## config.mk

```make
export PLATFORM = sky130hd
export DESIGN_NAME = alu_issue_arbiter
export DESIGN_NICKNAME = d
export VERILOG_FILES = /design/src/rtl/alu_issue_arbiter.sv
export SDC_FILE = /design/constraint.sdc
export NUM_CORES = 1
export LEC_CHECK = 0
export BUFFER_PORTS_ARGS = -buffer_cell sky130_fd_sc_hd__buf_2
export CELL_PAD_IN_SITES_DETAIL_PLACEMENT = 1
export CELL_PAD_IN_SITES_GLOBAL_PLACEMENT = 1
export CORE_AREA = 5 5 180 182
export CTS_BUF_LIST = sky130_fd_sc_hd__clkbuf_8
export CTS_CLUSTER_SIZE = 12
export DETAILED_ROUTE_END_ITERATION = 6
export DIE_AREA = 0 0 185 187
export PLACE_DENSITY_LB_ADDON = 0.15
export SYNTH_ARGS = -nofsm -noshare
export SYNTH_HDL_FRONTEND = slang
export SYNTH_SLANG_ARGS = --single-unit
```

## constraint.sdc

```tcl
create_clock -name clk -period 2.8 [get_ports clk]
set_clock_uncertainty 0.05 [all_clocks]
set_input_delay 0.56 -clock clk [delete_from_list [all_inputs] [get_ports clk]]
set_output_delay 0.56 -clock clk [all_outputs]
set_load 0.01 [all_outputs]
```

## src/rtl/alu_issue_arbiter.sv

```systemverilog
// alu_issue_arbiter: round-robin issue of NREQ reservation-station ops onto a
// shared combinational ALU, with a one-entry registered writeback stage.
module alu_issue_arbiter #(
  parameter int NREQ  = 4,
  parameter int TAG_W = 6
) (
  input  logic                  clk,
  input  logic                  rst,
  input  logic [NREQ-1:0]       req_valid,
  output logic [NREQ-1:0]       req_ready,
  input  logic [NREQ*32-1:0]    req_a,
  input  logic [NREQ*32-1:0]    req_b,
  input  logic [NREQ*4-1:0]     req_ctrl,
  input  logic [NREQ*TAG_W-1:0] req_tag,
  output logic [31:0]           alu_a,
  output logic [31:0]           alu_b,
  output logic [3:0]            alu_ctrl,
  input  logic [31:0]           alu_result,
  input  logic                  alu_zero,
  input  logic                  alu_negative,
  output logic                  wb_valid,
  input  logic                  wb_ready,
  output logic [TAG_W-1:0]      wb_tag,
  output logic [31:0]           wb_result,
  output logic                  wb_zero,
  output logic                  wb_negative,
  output logic [15:0]           issued_cnt
);

  localparam int PW = (NREQ > 1) ? $clog2(NREQ) : 1;

  logic [NREQ-1:0][31:0]      w_a, w_b;
  logic [NREQ-1:0][3:0]       w_ctrl;
  logic [NREQ-1:0][TAG_W-1:0] w_tag;

  logic [PW-1:0]    r_rr_ptr;
  logic             r_wb_valid;
  logic [TAG_W-1:0] r_wb_tag;
  logic [31:0]      r_wb_result;
  logic             r_wb_zero;
  logic             r_wb_negative;
  logic [15:0]      r_issued_cnt;

  logic          w_can_accept;
  logic          w_gnt_vld;
  logic [PW-1:0] w_gnt;
  logic          w_fire;
  logic [PW-1:0] w_ptr_nxt;

  // Split the flat per-requester buses into indexable lanes.
  for (genvar i = 0; i < NREQ; i++) begin : g_unpack
    assign w_a[i]    = req_a[32*i +: 32];
    assign w_b[i]    = req_b[32*i +: 32];
    assign w_ctrl[i] = req_ctrl[4*i +: 4];
    assign w_tag[i]  = req_tag[TAG_W*i +: TAG_W];
  end

  // Requester index k positions after p, wrapping modulo NREQ.
  function automatic logic [PW-1:0] rot(input logic [PW-1:0] p, input int k);
    int s;
    s = int'(p) + k;
    if (s >= NREQ) s = s - NREQ;
    return PW'(s);
  endfunction

  assign w_can_accept = ~r_wb_valid | wb_ready;

  // Round-robin search from r_rr_ptr; walking backwards lets the nearest hit win.
  always_comb begin
    w_gnt_vld = 1'b0;
    w_gnt     = '0;
    for (int k = NREQ-1; k >= 0; k--) begin
      if (req_valid[rot(r_rr_ptr, k)]) begin
        w_gnt_vld = 1'b1;
        w_gnt     = rot(r_rr_ptr, k);
      end
    end
  end

  assign w_fire    = w_gnt_vld & w_can_accept & ~rst;
  assign w_ptr_nxt = (w_gnt == PW'(NREQ-1)) ? '0 : w_gnt + PW'(1);

  // One-hot grant and operand mux; ALU inputs idle at zero when nothing issues.
  always_comb begin
    req_ready = '0;
    alu_a     = '0;
    alu_b     = '0;
    alu_ctrl  = 4'b0000;
    if (w_fire) begin
      req_ready[w_gnt] = 1'b1;
      alu_a            = w_a[w_gnt];
      alu_b            = w_b[w_gnt];
      alu_ctrl         = w_ctrl[w_gnt];
    end
  end

  // Writeback entry: load on issue, clear on drain, hold while stalled.
  always_ff @(posedge clk) begin
    if (rst) begin
      r_rr_ptr      <= '0;
      r_wb_valid    <= 1'b0;
      r_wb_tag      <= '0;
      r_wb_result   <= '0;
      r_wb_zero     <= 1'b0;
      r_wb_negative <= 1'b0;
      r_issued_cnt  <= '0;
    end else if (w_fire) begin
      r_rr_ptr      <= w_ptr_nxt;
      r_wb_valid    <= 1'b1;
      r_wb_tag      <= w_tag[w_gnt];
      r_wb_result   <= alu_result;
      r_wb_zero     <= alu_zero;
      r_wb_negative <= alu_negative;
      r_issued_cnt  <= r_issued_cnt + 16'd1;
    end else if (r_wb_valid & wb_ready) begin
      r_wb_valid <= 1'b0;
    end
  end

  assign wb_valid    = r_wb_valid;
  assign wb_tag      = r_wb_tag;
  assign wb_result   = r_wb_result;
  assign wb_zero     = r_wb_zero;
  assign wb_negative = r_wb_negative;
  assign issued_cnt  = r_issued_cnt;

endmodule

```

---- Word level (Yosys, flattened, before mapping) ----
Index checks and enable logic that the tools add are counted.
word-level totals
  register bits after elaboration ......... 59
  word-level logic and storage cells ...... 72
  bits of input ports ..................... 337
cells by class
  equal/unequal tests ..................... 1
  $add $sub $neg .......................... 9
  bitwise logic cells ..................... 6
  $lt $le $gt $ge ......................... 10
  reductions and logical operators ........ 2
  multiplexer cells ....................... 37
operators by type and width
  cell                     count
  $bmux W32 S2             2
  $mux W32                 4
  $mux W2                  9
  $add A16 B1 Y16 const B  1
  $lt A2 B3 Y1 const B     5
  $bmux W6 S2              1
  $mux W4                  3
  $mux W1                  11
  $ge A3 B3 Y1 const B     3
  $bmux W1 S2              4
  $bmux W4 S2              1
  $sub A2 B1 Y2 const B    4
  $add A2 B2 Y3 const B    2
  $mux W6                  1
  $add A2 B1 Y3 const B    1
  $and A1 B1 Y1            3
  $ge A2 B3 Y1 const B     1
  $add A2 B1 Y2 const B    1
  $demux W1 S2             1
  $eq A2 B2 Y1 const B     1
  $ge A2 B1 Y1 const B     1
  $not A1 Y1               2
  $reduce_bool A2 Y1       1
  $logic_and A1 B1 Y1      1
  $or A1 B1 Y1             1

---- Longest topological paths before layout ----
Gate-level depths: netlist of run 1.
  depth in word-level cells ............... 14
  mapped depth ............................ 9

---- Least setup slack after synthesis of run 1 ----
No wires, ideal clock.
  kind .................................... input to output
  start ................................... in req_valid[1]
  end ..................................... out alu_a[0]
  data required time ...................... 2.190 ns
  stages on the path ...................... 9
  setup slack ............................. 0.270 ns
  arrival ................................. 1.920 ns
  cell sequence ........................... nand2b_1 o221ai_2 and2_4 buf_6 inv_6 buf_12 buf_8 a211oi_2 a311oi_1
on the way
  longest elaborated chain between the ends .. 9
ends and longest elaborated chain
  item                                                                    RTL line  text
  from (decl)                                                             9         input logic [NREQ-1:0] req_valid,
  $bmux W1 S2                                                             73        if (req_valid[rot(r_rr_ptr, k)]) begin
  $mux W1 (not written as such)                                           73
  $mux W2 / $mux W1 (equally long branches) (4 in series)                 73
  $bmux W32 S2 / $and A1 B1 Y1 (equally long branches)                    91, 80
  $mux W32 (not written as such) / $and A1 B1 Y1 (equally long branches)  91, 80
  $mux W32 *                                                              89        if (w_fire) begin
  to (decl)                                                               15        output logic [31:0] alu_a,
Every way passes the cells marked *; elsewhere a longest branch is shown, timed or not. The select of a mux whose other input is x is not followed.

---- Worst setup path in the final report of run 1 ----
  start ................................... in req_valid[0]
  end ..................................... out alu_a[5]
Same word-level chain as after synthesis.

==> results_tabular.tex, run 1 <==
\begin{tabular}{lr}
\hline
Metric & Value \\
\hline
\multicolumn{2}{l}{\textbf{Worst setup path}} \\
Worst reg2reg setup slack & 750 ps \\
Setup CP Type & primary input to output pin \\
Worst Path Required & 2190 ps \\
Slowest stage delay, CP & 300 ps \\
Critical path capture point & alu\_a[5] \\
WP data arrival & 2220 ps \\
Beginning of the worst register-to-register path & r\_rr\_ptr[1] \\
Worst-path cell chain & buf\_4, and2\_4, o221ai\_4, and2\_4, clkinv\_8, buf\_12, clkbuf\_16, a211oi\_2, a311oi\_2, buf\_2 \\
Slowest cell on the critical path & sky130\_fd\_sc\_hd\_\_and2\_4 \\
Number of cells on the worst reg-to-reg path & 8 \\
Worst setup path startpoint & req\_valid[0] \\
Dominant cell type by count on the critical path & sky130\_fd\_sc\_hd\_\_and2\_4 \\
Critical register-to-register path endpoint & wb\_tag[5] \\
Element type at the critical path start & primary input \\
Critical Path Sink Type & output pin \\
Crit-path max FO & 8 \\
\multicolumn{2}{l}{\textbf{Global route}} \\
Global-route met3 utilization & 5.056\% \\
Global routing usage summed across all routing layers & 18.26\% \\
Pin count of the biggest net entering global routing & 49 \\
Number of global-route vias before repair & 7689 \\
Grt met2 use & 33.22\% \\
Gr ovfl total & 0 \\
Antenna violations before repair & 12 \\
Wire length of the first global-routing pass & 49160 µm \\
Most Used Layer, Global Route & met2 \\
Global-route met1 utilization & 20.68\% \\
\multicolumn{2}{l}{\textbf{Placed design}} \\
GPL Wtd Cong & 0.8757 \\
HPWL after detailed placement & 27480 µm \\
Area after detailed placement & 8414 µm² \\
I/O Buffers & 465 \\
Post-Place Worst Slack & -88.47 ps \\
\multicolumn{2}{l}{\textbf{Logic synthesis}} \\
Cell area after synthesis & 5266 µm² \\
Syn. warnings & 0 \\
Number of distinct library cell variants in the gate-level netlist after synthesis & 39 \\
Number of instances in the synthesized netlist & 699 \\
Number of enable-type register cells in the synthesized netlist & 0 \\
Sequential-to-total area share from yosys stat & 22.43\% \\
Dominant register cell in the synthesized netlist & sky130\_fd\_sc\_hd\_\_dfxtp\_1 \\
Syn\_nets & 1041 \\
Average cell area after synthesis & 7.534 µm² \\
FFs w/ async S/R, synth & 0\% \\
Synthesis-stage register bit count & 59 \\
\multicolumn{2}{l}{\textbf{Status}} \\
Violations in the final reports & negative setup slack \\
Status & finished with violations \\
\multicolumn{2}{l}{\textbf{Die}} \\
I/O pin cnt & 466 \\
Starting density of the core & 17.31\% \\
Die outline area & 34600 µm² \\
Floorplan die height & 187 µm \\
Row Count & 64 \\
Placeable core region & 30430 µm² \\
Die outline width & 185 µm \\
\multicolumn{2}{l}{\textbf{Timing}} \\
Max-slew violation count & 0 \\
Worst-case setup margin in the final layout & -26.86 ps \\
Worst relative slew slack & 67.10\% \\
Slew of the pin with the lowest slew margin & 493.6 ps \\
RSZ-0062 raised after global routing & yes \\
Setup-failing EPs final & 5 \\
Tcrit/Tclk final & 101.0\% \\
Number of endpoints with negative hold slack in the final report & 0 \\
Highest clock rate & 353.8 MHz \\
Period minus WS final & 2827 ps \\
\multicolumn{2}{l}{\textbf{Final layout}} \\
Nets@finish & 1539 \\
Leading cell type in the layout, fill and taps excluded & sky130\_fd\_sc\_hd\_\_buf\_2 \\
Top library cells by usage in the layout, fill and taps aside & sky130\_fd\_sc\_hd\_\_buf\_2, sky130\_fd\_sc\_hd\_\_nand2\_1, sky130\_fd\_sc\_hd\_\_and3\_1 \\
Post-route standard cell area excluding fillers & 9610 µm² \\
FILL cells & 3772 \\
Proportion of layout cells with a drive suffix above 1 & 58.78\% \\
Post-synthesis to final-layout area growth & 82.49\% \\
\multicolumn{2}{l}{\textbf{Route}} \\
DR vias/cell & 4.576 \\
1st-pass router iterations & 4 \\
DRC violation total after the first TritonRoute iteration & 165 \\
Antenna-violating nets left & 0 \\
Per-cell routed wire length & 21.87 µm \\
Total via count after detailed routing & 7345 \\
\# DRC & 0 \\
Total wire length after detailed routing & 35100 µm \\
\multicolumn{2}{l}{\textbf{Clocking}} \\
Quantity of hold-fixing buffers added after cts & 0 \\
Clock Pin Slew Worst Setup and Hold Paths & 60 ps \\
Clock tree root buffer cell & sky130\_fd\_sc\_hd\_\_clkbuf\_8 \\
Clk buf depth & 2 \\
Clock sink total & 59 \\
Worst skew pair latency & 330 ps \\
CTS Buf Count & 9 \\
Clock tree from TritonCTS & done \\
H-tree levels & 3 \\
\multicolumn{2}{l}{\textbf{Job}} \\
Reported max-cap violation count & 0 \\
\multicolumn{2}{l}{\textbf{Pwr}} \\
Static Leak & 4.716 nW \\
Maximum vdd ir drop & 0.0002293 V \\
Power density over the cells & 466.2 nW/µm² \\
\multicolumn{2}{l}{\textbf{Min path}} \\
Worst hold path type & flop to flop \\
\hline
\end{tabular}
==> cells in the mapped netlist (4+ instances only) <==
library cell	instances	area share [%]
sky130_fd_sc_hd__buf_2	25	2.4
sky130_fd_sc_hd__nand3_1	5	0.48
sky130_fd_sc_hd__buf_8	4	1.1
sky130_fd_sc_hd__and2_1	5	0.59
sky130_fd_sc_hd__and3_1	71	8.4
sky130_fd_sc_hd__a211oi_1	9	1.3
sky130_fd_sc_hd__nor2_1	20	1.4
sky130_fd_sc_hd__ha_1	5	1.2
sky130_fd_sc_hd__buf_12	4	1.5
sky130_fd_sc_hd__clkbuf_1	37	2.6
sky130_fd_sc_hd__nand2_1	215	15
sky130_fd_sc_hd__a311oi_1	67	11
sky130_fd_sc_hd__xor2_1	13	2.2
sky130_fd_sc_hd__o221ai_1	6	1.0
sky130_fd_sc_hd__mux2i_1	12	2.3
sky130_fd_sc_hd__a211oi_2	61	14
sky130_fd_sc_hd__a21oi_1	37	3.5
sky130_fd_sc_hd__nand4_1	6	0.71
sky130_fd_sc_hd__nand3b_1	6	0.86
sky130_fd_sc_hd__dfxtp_1	59	22
sky130_fd_sc_hd__buf_6	5	1.1
==> per-stage QoR <==
step	util (%)	TNS (ps)	hold WS, ps	std cells	power, mW
2_1_floorplan	-	0	430.5	699	2.180
4_1_cts	29.28	-627.8	377.0	1587	4.207
3_5_place_dp	27.65	-3281	395.3	1562	3.170
5_1_grt	31.56	-3027	392.5	1602	4.783
3_3_place_gp	27.65	-3469	389.3	1562	3.166
6_report	31.58	-44.27	402.6	1605	4.481
==> registers in the layout, summed over array words and instances (netlist names) <==
name / flops
wb_result: 32
issued_cnt: 16
wb_negative: 1
r_rr_ptr: 2
wb_zero: 1
wb_tag: 6
wb_valid: 1
==> cells by family (layout without fill, tap and decap cells) <==
logic type               Yosys count  after routing  synth area share (%)
flip-flops                        59             59                 22.43
other                              0              8                     0
AND/OR/NAND/NOR                  340            340                 29.60
XOR/XNOR                          15             15                 2.495
multiplexers                      12             12                 2.281
AO/OA/AOI/OAI                    184            184                 32.31
adder cells (fa/ha/maj)            5              5                 1.188
buffers and inverters             84            586                 9.693
==> layer usage <==
| metal | share of wire, % | up-vias |
|---|---|---|
| li1 | - | 3544 |
| met1 | 38 | 3473 |
| met2 | 52 | 271 |
| met3 | 7.7 | 47 |
| met4 | 2.7 | 10 |
| met5 | 0.23 | - |
==> how the worst min path moves through the flow <==
stage / to / cells past startpoint / start / slack [ps]
6_report: wb_result[23] / 2 / wb_result[23] / 400
5_1_grt: wb_result[16] / 3 / alu_result[16] / 390
4_1_cts: wb_result[16] / 3 / alu_result[16] / 380
3_5_place_dp: wb_result[23] / 2 / wb_result[23] / 400
3_3_place_gp: wb_result[18] / 2 / wb_result[18] / 390
2_1_floorplan: wb_negative / 2 / wb_negative / 430
==> critical path, delay by kind of cell <==
family	cells	cell delay (ps)
buffers and inverters	5	740
AOI/OAI and AO/OA	3	460
and+or+nand+nor	2	440
==> area by class of cell <==
class	instances	area [µm²]	share of cell area, %
clock inverter	4	50.05	0.5208
sequential	59	1186	12.34
inverter	5	31.28	0.3255
antenna	8	20.02	0.2083
clock buffer	11	151.4	1.575
timing repair inverter	1	6.256	0.06510
tap	396	495.5	5.156
timing repair buffer	565	3657	38.05
multi-input combinational	556	4013	41.75
==> report_power, final <==
part	total [mW]	internal, mW	leakage [nW]	switching [mW]
registers	0.935	0.900	0.487	0.0352
clock network	0.803	0.453	0.0975	0.350
logic	2.74	1.32	4.13	1.42
==> timing repair <==
item / in CTS / in global routing
pin swaps: 6 / 73
resized for setup: 31 / 91
cloned: 4 / 9
setup endpoints to repair: 70 / 72
buffers inserted: 6 / 4
No activity file was read; power rests on OpenSTA's default activity.
==> inputs of run 2 (changes only) <==
--- a/config.mk
+++ b/config.mk
@@ -6,12 +6,13 @@
 export NUM_CORES = 1
 export LEC_CHECK = 0
+export ABC_AREA = 1
 export BUFFER_PORTS_ARGS = -buffer_cell sky130_fd_sc_hd__buf_2
 export CELL_PAD_IN_SITES_DETAIL_PLACEMENT = 1
 export CELL_PAD_IN_SITES_GLOBAL_PLACEMENT = 1
-export CORE_AREA = 5 5 180 182
+export CORE_AREA = 5 5 177 179
 export CTS_BUF_LIST = sky130_fd_sc_hd__clkbuf_8
 export CTS_CLUSTER_SIZE = 12
 export DETAILED_ROUTE_END_ITERATION = 6
-export DIE_AREA = 0 0 185 187
+export DIE_AREA = 0 0 182 184
 export PLACE_DENSITY_LB_ADDON = 0.15
 export SYNTH_ARGS = -nofsm -noshare
==> constraint.sdc (replaced) <==
create_clock -name clk -period 2.8 [get_ports clk]
set_clock_uncertainty 0.05 [all_clocks]
set_input_delay 0.42 -clock clk [delete_from_list [all_inputs] [get_ports clk]]
set_output_delay 0.42 -clock clk [all_outputs]
set_load 0.01 [all_outputs]
==> results_tabular.tex, run 2 <==
\begin{tabular}{lr}
\hline
Metric & Value \\
\hline
\multicolumn{2}{l}{\textbf{Status}} \\
Status & finished with violations \\
Violations in the final reports & negative setup slack \\
\multicolumn{2}{l}{\textbf{Logic synthesis}} \\
Cell taking the most area after synthesis & sky130\_fd\_sc\_hd\_\_nand3\_1 \\
Number of instances in the synthesized netlist & 1162 (+66\%) \\
Top-count cell post-synth & sky130\_fd\_sc\_hd\_\_nand3\_1 \\
Number of enable-type register cells in the synthesized netlist & 0 (unchanged) \\
Average cell area after synthesis & 5.446 µm² (-28\%) \\
Share of the synthesized area in the top cell type & 22.85\% (+0.43 points) \\
Syn\_nets & 1504 (+44\%) \\
Syn. warnings & 0 (unchanged) \\
FFs w/ async S/R, synth & 0\% (unchanged) \\
Number of distinct library cell variants in the gate-level netlist after synthesis & 27 (-31\%) \\
Synth area leaders & sky130\_fd\_sc\_hd\_\_nand3\_1, sky130\_fd\_sc\_hd\_\_dfxtp\_1, sky130\_fd\_sc\_hd\_\_nand2\_1 \\
Synth top cells by count & sky130\_fd\_sc\_hd\_\_nand3\_1, sky130\_fd\_sc\_hd\_\_nand2\_1, sky130\_fd\_sc\_hd\_\_inv\_1, sky130\_fd\_sc\_hd\_\_a21oi\_1, sky130\_fd\_sc\_hd\_\_nand3b\_1 \\
Sequential-to-total area share from yosys stat & 18.66\% (-3.8 points) \\
Synthesis-stage register bit count & 59 (unchanged) \\
Dominant register cell in the synthesized netlist & sky130\_fd\_sc\_hd\_\_dfxtp\_1 \\
Cell area after synthesis & 6329 µm² (+20\%) \\
\multicolumn{2}{l}{\textbf{Timing}} \\
Highest clock rate & 352.1 MHz (-0.47\%) \\
Setup-failing EPs final & 28 (+23) \\
Worst hold slack after final layout & 201.4 ps (-201.2 ps) \\
Worst relative slew slack & 62.42\% (-4.7 points) \\
Post-route setup TNS & -326.7 ps (-282.4 ps) \\
Tcrit/Tclk final & 101.4\% (+0.48 points) \\
Slew of the pin with the lowest slew margin & 558.6 ps (+65.01 ps) \\
Max-slew violation count & 0 (unchanged) \\
Number of endpoints with negative hold slack in the final report & 0 (unchanged) \\
Period minus WS final & 2840 ps (+13.46 ps) \\
Worst-case setup margin in the final layout & -40.31 ps (-13.46 ps) \\
RSZ-0062 raised after global routing & yes \\
\multicolumn{2}{l}{\textbf{Worst setup path}} \\
Element type at the critical path start & flop \\
Worst reg2reg setup slack & 350 ps (-400 ps) \\
Setup CP Type & flop to output pin \\
Worst Path Required & 2330 ps (+140 ps) \\
Critical Path Sink Type & output pin \\
Crit-path max FO & 9 (+1) \\
WP data arrival & 2370 ps (+150 ps) \\
\multicolumn{2}{l}{\textbf{Clocking}} \\
Clk buf depth & 2 (unchanged) \\
Clock sink total & 59 (unchanged) \\
CTS Buf Count & 9 (unchanged) \\
Worst skew pair latency & 350 ps (+20 ps) \\
Clock tree from TritonCTS & done \\
Clock Pin Slew Worst Setup and Hold Paths & 80 ps (+20 ps) \\
Clock tree root buffer cell & sky130\_fd\_sc\_hd\_\_clkbuf\_8 \\
H-tree levels & 3 (unchanged) \\
\multicolumn{2}{l}{\textbf{Die}} \\
Die outline area & 33490 µm² (-3.2\%) \\
Starting density of the core & 21.52\% (+4.2 points) \\
Floorplan die height & 184 µm (-1.6\%) \\
Die outline width & 182 µm (-1.6\%) \\
Placeable core region & 29400 µm² (-3.4\%) \\
I/O pin cnt & 466 (unchanged) \\
Row Count & 63 (-1.6\%) \\
\multicolumn{2}{l}{\textbf{Route}} \\
\# DRC & 0 (unchanged) \\
Total wire length after detailed routing & 42900 µm (+22\%) \\
DR vias/cell & 4.772 (+4.3\%) \\
Per-cell routed wire length & 20.93 µm (-4.3\%) \\
Antenna-violating nets left & 0 (unchanged) \\
DRC violation total after the first TritonRoute iteration & 439 (+170\%) \\
Total via count after detailed routing & 9783 (+33\%) \\
1st-pass router iterations & 5 (+1) \\
\multicolumn{2}{l}{\textbf{Placed design}} \\
HPWL after detailed placement & 28840 µm (+5.0\%) \\
Post-Place Worst Slack & 148.9 ps (+237.4 ps) \\
I/O Buffers & 465 (unchanged) \\
GPL Wtd Cong & 0.9115 (+4.1\%) \\
Area after detailed placement & 9229 µm² (+9.7\%) \\
\multicolumn{2}{l}{\textbf{Final layout}} \\
Leading cell type in the layout, fill and taps excluded & sky130\_fd\_sc\_hd\_\_buf\_2 \\
Post-route standard cell area excluding fillers & 11210 µm² (+17\%) \\
Post-synthesis to final-layout area growth & 77.16\% \\
Proportion of layout cells with a drive suffix above 1 & 43.35\% (-15 points) \\
Nets@finish & 1991 (+29\%) \\
Top library cells by usage in the layout, fill and taps aside & sky130\_fd\_sc\_hd\_\_buf\_2, sky130\_fd\_sc\_hd\_\_nand3\_1, sky130\_fd\_sc\_hd\_\_nand2\_1 \\
Max reg flops & 32 (unchanged) \\
FILL cells & 4010 (+6.3\%) \\
\multicolumn{2}{l}{\textbf{Job}} \\
Reported max-cap violation count & 0 (unchanged) \\
\multicolumn{2}{l}{\textbf{Pwr}} \\
Static Leak & 6.399 nW (+36\%) \\
Total design power & 8.544 mW (+91\%) \\
Power density over the cells & 762.0 nW/µm² (+63\%) \\
Maximum vdd ir drop & 0.0004760 V (+110\%) \\
\multicolumn{2}{l}{\textbf{Global route}} \\
Number of global-route vias before repair & 9627 (+25\%) \\
Pin count of the biggest net entering global routing & 55 (+12\%) \\
Global routing usage summed across all routing layers & 21.55\% (+3.3 points) \\
Antenna violations before repair & 8 (-4) \\
Wire length of the first global-routing pass & 57150 µm (+16\%) \\
Gr ovfl total & 0 (unchanged) \\
\multicolumn{2}{l}{\textbf{Min path}} \\
Worst hold path type & primary input to flop \\
\hline
\end{tabular}
[run 2: cell count changes after synthesis, sizes merged, moves of 12 or more]
cell and change:
clkbuf -19, nand3 +285, mux2i -12, inv +226, a311oi -68, and3 -71
a211oi -69, nand3b +62, nand2 +75, buf +29, a21oi +46
[run 2: final cells by class]
cell class | count | area [µm²] | area share (%)
Multi-Input combinational cell | 784 | 4527 | 40.37
Antenna cell | 6 | 15.01 | 0.1339
Inverter | 232 | 878.3 | 7.834
Clock buffer | 9 | 123.9 | 1.105
Tap cell | 390 | 488.0 | 4.352
Clock inverter | 7 | 123.9 | 1.105
Sequential cell | 59 | 1186 | 10.58
Timing Repair Buffer | 563 | 3870 | 34.52
[run 2: logic make-up (layout without fill, tap and decap cells)]
logic type	Yosys count	in the layout	share of synthesized area (%)
xor+xnor	14	14	1.937
simple gates	673	675	50.24
other cells	0	6	0
compound gates	90	90	7.197
flops	59	59	18.66
buf+inv	321	811	20.98
fa+ha+maj	5	5	0.9885
[run 2: critical path: stages (launching register included)]
cell and delay [ps]:
sky130_fd_sc_hd__dfxtp_4 370, sky130_fd_sc_hd__buf_8 140, sky130_fd_sc_hd__nand2_1 70, sky130_fd_sc_hd__nand2_2 100, sky130_fd_sc_hd__nand2_4 110, sky130_fd_sc_hd__nand3_4 110
sky130_fd_sc_hd__nand3_4 170, sky130_fd_sc_hd__nand2_8 150, sky130_fd_sc_hd__buf_12 190, sky130_fd_sc_hd__clkbuf_16 150, sky130_fd_sc_hd__nand2_1 60, sky130_fd_sc_hd__nand3_1 80
sky130_fd_sc_hd__a21oi_1 150, sky130_fd_sc_hd__buf_2 160
[run 2: per-layer routing]
| metal | GRT usage (%) | wire length, µm |
|---|---|---|
| met4 | 6.064 | 1094 |
| met3 | 5.421 | 2895 |
| met5 | 0 | 21 |
| met2 | 38.53 | 21240 |
| met1 | 25.60 | 17650 |
[run 2: stage by stage]
step / utilization, % / cells
global placement: 31.39 / 1968
global route: 38.13 / 2050
floorplan: - / 1162
CTS: 33.81 / 2008
detailed placement: 31.39 / 1968
finish: 38.13 / 2050
[run 2: path summary, 6_finish.rpt]
check / end / cells past startpoint / from
setup / recovery: alu_b[17] / 13 / r_rr_ptr[0]
hold / removal: wb_negative / 3 / alu_negative
setup reg to reg: issued_cnt[11] / 13 / r_rr_ptr[0]
hold reg to reg: wb_result[24] / 2 / wb_result[24]
[run 2: report_power, final]
group	switching [mW]	internal [mW]	total, mW
clock network	0.397	0.599	0.995
registers	0.0770	0.967	1.04
logic	3.69	2.81	6.50
total	4.16	4.38	8.54
[run 2: repair_timing]
action | in CTS | in global routing
cloned | 6 | 26
hold buffers | 0 | 0
endpoints found under the setup margin | 66 | 72
pin swaps | 13 | 53
setup buffers | 18 | 13
gates resized for setup | 42 | 161
